**src/rtl/rob_pkg.sv**
```systemverilog
// Shared types and constants for the response ordering block.
package rob_pkg;

    typedef enum logic {
        ARB_IDLE   = 1'b0,
        ARB_LOCKED = 1'b1
    } arb_state_e;

    localparam logic [1:0] RESP_OKAY   = 2'b00;
    localparam logic [1:0] RESP_SLVERR = 2'b10;

    // Width of a counter that must hold 0..max_beats inclusive.
    function automatic int nbeats_w(input int max_beats);
        return $clog2(max_beats + 1);
    endfunction

endpackage

```
**src/rtl/r_if.sv**
```systemverilog
// R-channel beat interface between the arbiter and the response buffer.
interface r_if #(
    parameter int ID_WIDTH   = 4,
    parameter int DATA_WIDTH = 64
);
    logic                  valid;
    logic                  ready;
    logic [ID_WIDTH-1:0]   id;
    logic [DATA_WIDTH-1:0] data;
    logic [1:0]            resp;
    logic                  last;

    modport sender   (output valid, id, data, resp, last, input  ready);
    modport receiver (input  valid, id, data, resp, last, output ready);
endinterface

```
**src/rtl/r_burst_arbiter_rr_pick.sv**
```systemverilog
// Combinational round-robin picker: first set request strictly after ptr, wrapping.
module rr_pick #(
    parameter int N = 4
) (
    input  logic [N-1:0]         req,
    input  logic [$clog2(N)-1:0] ptr,
    output logic                 any,
    output logic [$clog2(N)-1:0] idx
);
    localparam int IW = $clog2(N);

    logic [IW-1:0] cand;

    // Walk N candidates starting at ptr+1; wrap is explicit so N need not be a power of 2.
    always_comb begin
        any  = 1'b0;
        idx  = '0;
        cand = ptr;
        for (int k = 0; k < N; k++) begin
            cand = (cand == IW'(N - 1)) ? '0 : cand + IW'(1);
            if (!any && req[cand]) begin
                any = 1'b1;
                idx = cand;
            end
        end
    end
endmodule

```
**src/rtl/r_burst_arbiter.sv**
```systemverilog
// Burst-granular round-robin arbiter merging NUM_SRC R-beat sources onto one r_if.
module r_burst_arbiter
    import rob_pkg::*;
#(
    parameter int NUM_SRC    = 4,
    parameter int ID_WIDTH   = 4,
    parameter int DATA_WIDTH = 64,
    parameter int MAX_BEATS  = 32
) (
    input  logic                           clk,
    input  logic                           rst,
    input  logic [NUM_SRC-1:0]             src_valid,
    output logic [NUM_SRC-1:0]             src_ready,
    input  logic [NUM_SRC*ID_WIDTH-1:0]    src_id,
    input  logic [NUM_SRC*DATA_WIDTH-1:0]  src_data,
    input  logic [NUM_SRC*2-1:0]           src_resp,
    input  logic [NUM_SRC-1:0]             src_last,
    r_if.sender                            out_r,
    output logic [$clog2(NUM_SRC)-1:0]     gnt_idx,
    output logic                           busy,
    output logic [NUM_SRC-1:0]             err_overrun
);
    localparam int SW = $clog2(NUM_SRC);
    localparam int CW = nbeats_w(MAX_BEATS);

    arb_state_e         state_q, state_d;
    logic [SW-1:0]      rr_ptr_q, rr_ptr_d;
    logic [SW-1:0]      gnt_idx_q, gnt_idx_d;
    logic [CW-1:0]      beat_cnt_q, beat_cnt_d;
    logic [NUM_SRC-1:0] err_q, err_d;

    logic               pick_any;
    logic [SW-1:0]      pick_idx;
    logic               locked;
    logic               hs;

    rr_pick #(.N(NUM_SRC)) u_pick (
        .req (src_valid),
        .ptr (rr_ptr_q),
        .any (pick_any),
        .idx (pick_idx)
    );

    assign locked = (state_q == ARB_LOCKED);

    // Forward the locked source's beat; everything idles at zero otherwise.
    always_comb begin
        out_r.valid = 1'b0;
        out_r.id    = '0;
        out_r.data  = '0;
        out_r.resp  = '0;
        out_r.last  = 1'b0;
        src_ready   = '0;
        if (locked) begin
            out_r.valid          = src_valid[gnt_idx_q];
            out_r.id             = src_id[gnt_idx_q*ID_WIDTH +: ID_WIDTH];
            out_r.data           = src_data[gnt_idx_q*DATA_WIDTH +: DATA_WIDTH];
            out_r.resp           = src_resp[gnt_idx_q*2 +: 2];
            out_r.last           = src_last[gnt_idx_q];
            src_ready[gnt_idx_q] = out_r.ready;
        end
    end

    assign hs = out_r.valid & out_r.ready;

    // Next-state: arbitrate in IDLE, count beats and release on LAST while LOCKED.
    always_comb begin
        state_d    = state_q;
        rr_ptr_d   = rr_ptr_q;
        gnt_idx_d  = gnt_idx_q;
        beat_cnt_d = beat_cnt_q;
        err_d      = err_q;
        case (state_q)
            ARB_IDLE: begin
                if (pick_any) begin
                    gnt_idx_d  = pick_idx;
                    beat_cnt_d = '0;
                    state_d    = ARB_LOCKED;
                end
            end
            ARB_LOCKED: begin
                if (hs) begin
                    if (out_r.last) begin
                        state_d    = ARB_IDLE;
                        rr_ptr_d   = gnt_idx_q;
                        beat_cnt_d = '0;
                    end else begin
                        // The MAX_BEATS-th beat without LAST is already one too many.
                        if (beat_cnt_q == CW'(MAX_BEATS - 1))
                            err_d[gnt_idx_q] = 1'b1;
                        if (beat_cnt_q != CW'(MAX_BEATS))
                            beat_cnt_d = beat_cnt_q + CW'(1);
                    end
                end
            end
            default: state_d = ARB_IDLE;
        endcase
    end

    // State registers; reset forgets any partial burst.
    always_ff @(posedge clk) begin
        if (rst) begin
            state_q    <= ARB_IDLE;
            rr_ptr_q   <= SW'(NUM_SRC - 1);
            gnt_idx_q  <= '0;
            beat_cnt_q <= '0;
            err_q      <= '0;
        end else begin
            state_q    <= state_d;
            rr_ptr_q   <= rr_ptr_d;
            gnt_idx_q  <= gnt_idx_d;
            beat_cnt_q <= beat_cnt_d;
            err_q      <= err_d;
        end
    end

    assign gnt_idx     = gnt_idx_q;
    assign busy        = locked;
    assign err_overrun = err_q;

endmodule
```
**src/flat_wrapper.sv**
```systemverilog
// flat-port wrapper written by rule: the top's interface ports become plain ports
module r_burst_arbiter_flat import rob_pkg::*;
#(
    parameter int NUM_SRC    = 4,
    parameter int ID_WIDTH   = 4,
    parameter int DATA_WIDTH = 64,
    parameter int MAX_BEATS  = 32
)
  (clk, rst, src_valid, src_ready, src_id, src_data, src_resp, src_last, gnt_idx, busy, err_overrun, out_r_valid, out_r_id, out_r_data, out_r_resp, out_r_last, out_r_ready);
  r_if #(.ID_WIDTH(ID_WIDTH), .DATA_WIDTH(DATA_WIDTH)) out_r_i ();
  input  logic clk;
  input  logic rst;
  input  logic [NUM_SRC-1:0] src_valid;
  output logic [NUM_SRC-1:0] src_ready;
  input  logic [NUM_SRC*ID_WIDTH-1:0] src_id;
  input  logic [NUM_SRC*DATA_WIDTH-1:0] src_data;
  input  logic [NUM_SRC*2-1:0] src_resp;
  input  logic [NUM_SRC-1:0] src_last;
  output logic [$clog2(NUM_SRC)-1:0] gnt_idx;
  output logic busy;
  output logic [NUM_SRC-1:0] err_overrun;
  output wire logic [$bits(out_r_i.valid)-1:0] out_r_valid;
  output wire logic [$bits(out_r_i.id)-1:0] out_r_id;
  output wire logic [$bits(out_r_i.data)-1:0] out_r_data;
  output wire logic [$bits(out_r_i.resp)-1:0] out_r_resp;
  output wire logic [$bits(out_r_i.last)-1:0] out_r_last;
  input wire logic [$bits(out_r_i.ready)-1:0] out_r_ready;
  assign out_r_valid = out_r_i.valid;
  assign out_r_id = out_r_i.id;
  assign out_r_data = out_r_i.data;
  assign out_r_resp = out_r_i.resp;
  assign out_r_last = out_r_i.last;
  assign out_r_i.ready = out_r_ready;
  r_burst_arbiter #(.NUM_SRC(NUM_SRC), .ID_WIDTH(ID_WIDTH), .DATA_WIDTH(DATA_WIDTH), .MAX_BEATS(MAX_BEATS)) u_core (.clk(clk), .rst(rst), .src_valid(src_valid), .src_ready(src_ready), .src_id(src_id), .src_data(src_data), .src_resp(src_resp), .src_last(src_last), .out_r(out_r_i), .gnt_idx(gnt_idx), .busy(busy), .err_overrun(err_overrun));
endmodule
```
**config.mk**
```make
export PLATFORM = sky130hd
export DESIGN_NAME = r_burst_arbiter_flat
export DESIGN_NICKNAME = d
export VERILOG_FILES = /design/src/rtl/rob_pkg.sv /design/src/rtl/r_if.sv /design/src/rtl/r_burst_arbiter_rr_pick.sv /design/src/rtl/r_burst_arbiter.sv /design/src/flat_wrapper.sv
export SDC_FILE = /design/constraint.sdc
export NUM_CORES = 1
export LEC_CHECK = 0
export ABC_AREA = 1
export CORE_AREA = 4 4 142 144
export DETAILED_ROUTE_END_ITERATION = 10
export DIE_AREA = 0 0 146 148
export MAX_ROUTING_LAYER = met4
export SLEW_MARGIN = 20
export SYNTH_ARGS = -nofsm -noshare
export SYNTH_HDL_FRONTEND = slang
export SYNTH_HIERARCHICAL = 1
export SYNTH_SLANG_ARGS = --single-unit
```
**constraint.sdc**
```tcl
create_clock -name clk -period 2.6 [get_ports clk]
set_clock_uncertainty 0.1 [all_clocks]
set_input_delay 0.39 -clock clk [delete_from_list [all_inputs] [get_ports clk]]
set_output_delay 0.39 -clock clk [all_outputs]
set_load 0.05 [all_outputs]
```
# Word level (Yosys, flattened, before mapping)
# Index checks and enable logic that the tools add are counted.
[totals] out_inout_bits=83 inputBits=291 regBits=15 elab_cells=85
[classes] muxes=41 bitwise=5 shifts=3 magnitude_cmp=6 eq_ne=9 n_addsub=5 n_reduce_logical=11
[op_table] cell="indexed part select 256 x 9 -> 64 bit" n=1
[op_table] cell="two-way mux 64 bit" n=1
[op_table] cell="two-way mux 6 bit" n=4
[op_table] cell="two-way mux 2 bit" n=9
[op_table] cell="two-way mux 1 bit" n=16
[op_table] cell="indexed part select 16 x 5 -> 4 bit" n=1
[op_table] cell="< comparator 2 x 3 -> 1 bit, second input constant" n=5
[op_table] cell="binary-select mux 1 bit (select 2 bit)" n=6
[op_table] cell="case mux 6 bit (2 select lines)" n=1
[op_table] cell="adder 2 x 1 -> 2 bit, second input constant" n=4
[op_table] cell="== test 2 bit, second input constant" n=4
[op_table] cell="two-way mux 4 bit" n=2
[op_table] cell="indexed part select 8 x 4 -> 2 bit" n=1
[op_table] cell="adder 6 x 1 -> 6 bit, second input constant" n=1
[op_table] cell="== test 6 x 5 -> 1 bit, second input constant" n=1
[op_table] cell="inequality test 6 bit, second input constant" n=1
[op_table] cell="AND reduction 3 bit" n=2
[op_table] cell="bitwise AND 4 bit" n=1
[op_table] cell="logical AND 1 bit" n=4
[op_table] cell="bitwise OR 4 bit" n=1
[op_table] cell="AND reduction 4 bit" n=1
[op_table] cell="logical NOT 1 bit" n=3
[op_table] cell="inequality test 3 bit, second input constant" n=1
[op_table] cell="demux 1 bit (select 2 bit)" n=1
[op_table] cell="7 further kinds" n=8

# Depth between registers and ports, before layout
[depth] ltp_word=16 ltp_mapped=17 ltp_nobuf=16

# By module
# Netlist, hierarchy kept.
[by_module_without_submodules] mod="r_burst_arbiter" n_inst=1 area_per_inst_um2=2590.0 cells_per_inst=470
[by_module_without_submodules] mod="rr_pick" n_inst=1 area_per_inst_um2=352.8 cells_per_inst=72

# Worst setup path before layout
# No wires, ideal clock.
[synth_timing] path_kind="register -> output" start="reg u_core.gnt_idx_q[1], in the netlist u_core/gnt_idx[1]" end="out out_r_data[55]" stages_incl_launch_ff=7 arrival_ns=2.255 path_slack_ns=-0.145 t_required_ns=2.110 n_path_buf=2 cell_sequence="dfxtp_1 -> buf_2 -> nand2_1 -> inv_2 -> buf_2 -> nand2_1 -> a31oi_1"
[synth_between] elab_chain_cells=2
[synth_lines] item="start: declaration" line_no="r_burst_arbiter.sv:28" source="logic [SW-1:0] gnt_idx_q, gnt_idx_d;"
[synth_lines] item="start signal: assignment" line_no="r_burst_arbiter.sv:111" source="gnt_idx_q <= gnt_idx_d;"
[synth_lines] item="indexed part select 256 x 9 -> 64 bit" line_no="r_burst_arbiter.sv:57" source="out_r.data = src_data[gnt_idx_q*DATA_WIDTH +: DATA_WIDTH];"
[synth_lines] item="two-way mux 64 bit" line_no="r_burst_arbiter.sv:54" source="if (locked) begin"
[synth_lines] item="end: declaration" line_no="flat_wrapper.sv:24" source="output wire logic [$bits(out_r_i.data)-1:0] out_r_data;"
# No other way between the ends.

# Worst setup path after layout
[layout_timing] start="reg u_core.gnt_idx_q[1], in the netlist u_core/gnt_idx[1]" end="out out_r_resp[1]"
[layout_between] elab_chain_cells=2
[layout_lines] item="indexed part select 8 x 4 -> 2 bit" line_no="r_burst_arbiter.sv:58" source="out_r.resp = src_resp[gnt_idx_q*2 +: 2];"
[layout_lines] item="two-way mux 2 bit" line_no="r_burst_arbiter.sv:54"
[layout_lines] item="end: declaration" line_no="flat_wrapper.sv:25" source="output wire logic [$bits(out_r_i.resp)-1:0] out_r_resp;"
# No other way between the ends.

==> flow_summary_export.csv <==
group,metric,value,unit
outcome,outcome,"finished clean",
worst_hold_path,hp-class,"flop to flop",
synthesis,yosysWarnings,6,
floorplanning,die_y,148,µm
routing,ant_nets,0,
routing,drt_iter0_markers,295,
power_and_ir_drop,leakage,2.90,nW
timing,rsz0062_at_grt,"no",
cts,cts.sinks,15,
timing,finalHoldViolations,0,
synthesis,syn_area,2940,µm²
placement,portBuffers,373,
floorplanning,dieArea,21600,µm²
routing,wire_per_inst,19.0,µm
timing,slew_violations,0,
synthesis,synth_top_cell_by_area,"nand2_1",
power_and_ir_drop,power_density,417,nW/µm²
synthesis,synthTopCellsByArea,"nand2_1, a22oi_1, a31oi_1, dfxtp_1, nand3_1",
floorplanning,core_area,18700,µm²
synthesis,avgSynthCellArea,5.43,µm²
timing,finalCriticalPeriod,2.40,ns
global_route,grt_pass1_vias,4951,
layout,mostFrequentLayoutCell,"clkdlybuf4s50_1",
placement,gp_congestion,0.940,
synthesis,synth_cell_types,25,
global_route,gr-usage-all-layers,18.6,%
global_route,grt_pass1_wl,30700,µm
critical_path,start_kind,"flop",
synthesis,syn_inst,542,
global_route,grt.busiest_layer,"met2",
timing,finalCritPeriodShare,92.2,%
routing,dr.pass1.iters,5,
layout,drive_above_1_share,18.3,%
critical_path,crit_arrival,1.91,ns
routing,wl,21400,µm
critical_path,worstSetupPathType,"flop to output pin",
floorplanning,placementRows,50,
routing,drc,0,
global_route,antenna_found_initial,4,
synthesis,ys_ff_latch,15,
timing,relSlewSlack,44.6,%
timing,fmax,417,MHz
layout,fin_nets,1186,
cts,cts-root-buf,"clkbuf_16",
cts,postCtsSetupRepairBufs,0,
layout,final_cell_mix,"clkdlybuf4s50_1, nand2_1, buf_12, a22oi_1, a31oi_2",
worst_hold_path,timing.hold.worst.start,"u_core/err_overrun[2]$_SDFFE_PP0P_",
synthesis,syn-num-nets,836,
cts,worstSkewPairLatency,0.25,ns
cts,cts_tree,"built",
cts,ctsHtreeMaxLevel,1,
critical_path,ff2ff_path_depth,16,
critical_path,worstPathRequired,2.11,ns
floorplanning,io_pins,374,
critical_path,endpoint_kind,"output pin",
global_route,globalRoute.totalOverflow,0,
routing,vias,5161,
timing,tns,0,ns
worst_hold_path,hold-path-cell-count,2,
cts,max-clock-path-buffers,2,
routing,vias_per_cell,4.57,
global_route,grt_max_degree,73,
critical_path,timing.rr.start,"u_core/rr_ptr_q[0]$_SDFFE_PP1P_",
cts,numCtsBuffers,3,
power_and_ir_drop,peakVddDrop,0.243,mV
placement,dp_cells,1121,
timing,finalSetupViolCount,0,
layout,area_delta_synth_final,172,%
layout,layoutNonFillerInstCount,1129,
critical_path,crit_start,"u_core/gnt_idx[1]$_SDFFE_PP0P_",
placement,post-dp-hpwl,17600,µm
timing,tightest_slew,0.831,ns
global_route,groute.layer.met3.usage,4.84,%
floorplanning,chipWidth,146,µm
critical_path,path_max_fanout,72,
synthesis,synth.top_cell.area_share,27.9,%
floorplanning,initial_core_util,15.7,%
job,drv_cap,0,
synthesis,seq_area_frac_synth,10.2,%
global_route,gr-usage-met1,22.4,%
cts,clkTransAtPathRegs,0.05,ns
global_route,met2_usage,31.6,%
-- layout make-up --
cell class	instances	area (µm²)
diodes	4	10.0
clock buffers	3	75.1
clock inverters	1	5.00
fillers	1864	10700
inverters	31	120
multi-input cells	455	2600
flip-flops and latches	15	303
well taps	234	293
repair buffers	386	4600
-- state kept, by name, indices dropped and copies added (netlist names) --
name and flops:
u_core/beat_cnt_q 6, u_core/busy 1, u_core/err_overrun 4, u_core/gnt_idx 2, u_core/rr_ptr_q 2
-- cells by family (layout without fill, tap and decap cells) --
logic type	Yosys count	after routing	share of synthesized area, %
xor+xnor	1	1	0.298
other cells	0	4	0
flops	15	15	10.2
compound gates	151	151	34.6
buf+inv	72	421	11.0
fa+ha+maj	3	3	1.28
simple gates	300	300	42.6
-- Yosys cell counts --
library cell	n
a31oi_1	70
o21ai_0	4
nand3_2	1
xor2_1	1
nand2_2	11
dfxtp_1	15
nand2_1	219
nor2_4	2
a21oi_1	7
a22oi_1	70
nor3_1	2
nor2_2	3
inv_1	26
nor2_1	24
inv_2	3
clkinv_1	1
nand2_4	1
inv_4	1
buf_6	3
nand3_1	34
nand3_4	1
clkbuf_1	15
nand4_1	2
buf_2	23
ha_1	3
-- where the power goes --
group | internal (mW) | leakage, nW | switching (mW)
logic | 1.30 | 2.74 | 1.46
registers | 0.248 | 0.122 | 0.0217
clock network | 0.206 | 0.0409 | 0.103
total | 1.76 | 2.90 | 1.59
-- worst paths after layout --
check,endpoint,slack [ns]
min,u_core/err_overrun[2]$_SDFFE_PP0P_,0.35
min reg2reg,u_core/err_overrun[2]$_SDFFE_PP0P_,0.35
max,out_r_resp[1],0.20
max reg2reg,u_core/beat_cnt_q[5]$_SDFFE_PP0P_,0.35
-- what timing repair did --
item | in CTS | in global routing
gates resized for setup | 0 | 5
setup endpoints to repair | 0 | 13
hold buffers | 0 | 0
endpoints found under the hold margin | 0 | 0
-- per-layer routing --
layer / routed length (µm) / part of all wire [%]
met1: 8580 / 40
met2: 10600 / 49
met3: 1920 / 9.0
met4: 359 / 1.7
met5: 0 / 0
-- worst max-delay path, stage by stage (launching register included) --
cell     delay [ns]
dfxtp_1        0.30
buf_4          0.16
nor2_4         0.12
buf_12         0.28
a22oi_1        0.25
a31oi_1        0.32
buf_12         0.19
-- stage by stage --
stage / power, mW / cell area [µm²] / utilization (%) / worst slack [ns] / hold slack (ns)
2_1_floorplan: 1.61 / 3210 / - / -0.145 / 0.333
3_3_place_gp: 3.05 / 7910 / 42.3 / 0.251 / 0.338
3_5_place_dp: 3.06 / 7910 / 42.3 / 0.219 / 0.340
4_1_cts: 3.37 / 7990 / 42.7 / 0.0995 / 0.348
5_1_grt: 3.51 / 8010 / 42.8 / 0.0412 / 0.361
6_report: 3.34 / 8010 / 42.8 / 0.204 / 0.345
Power figures use the tool's default switching activity.
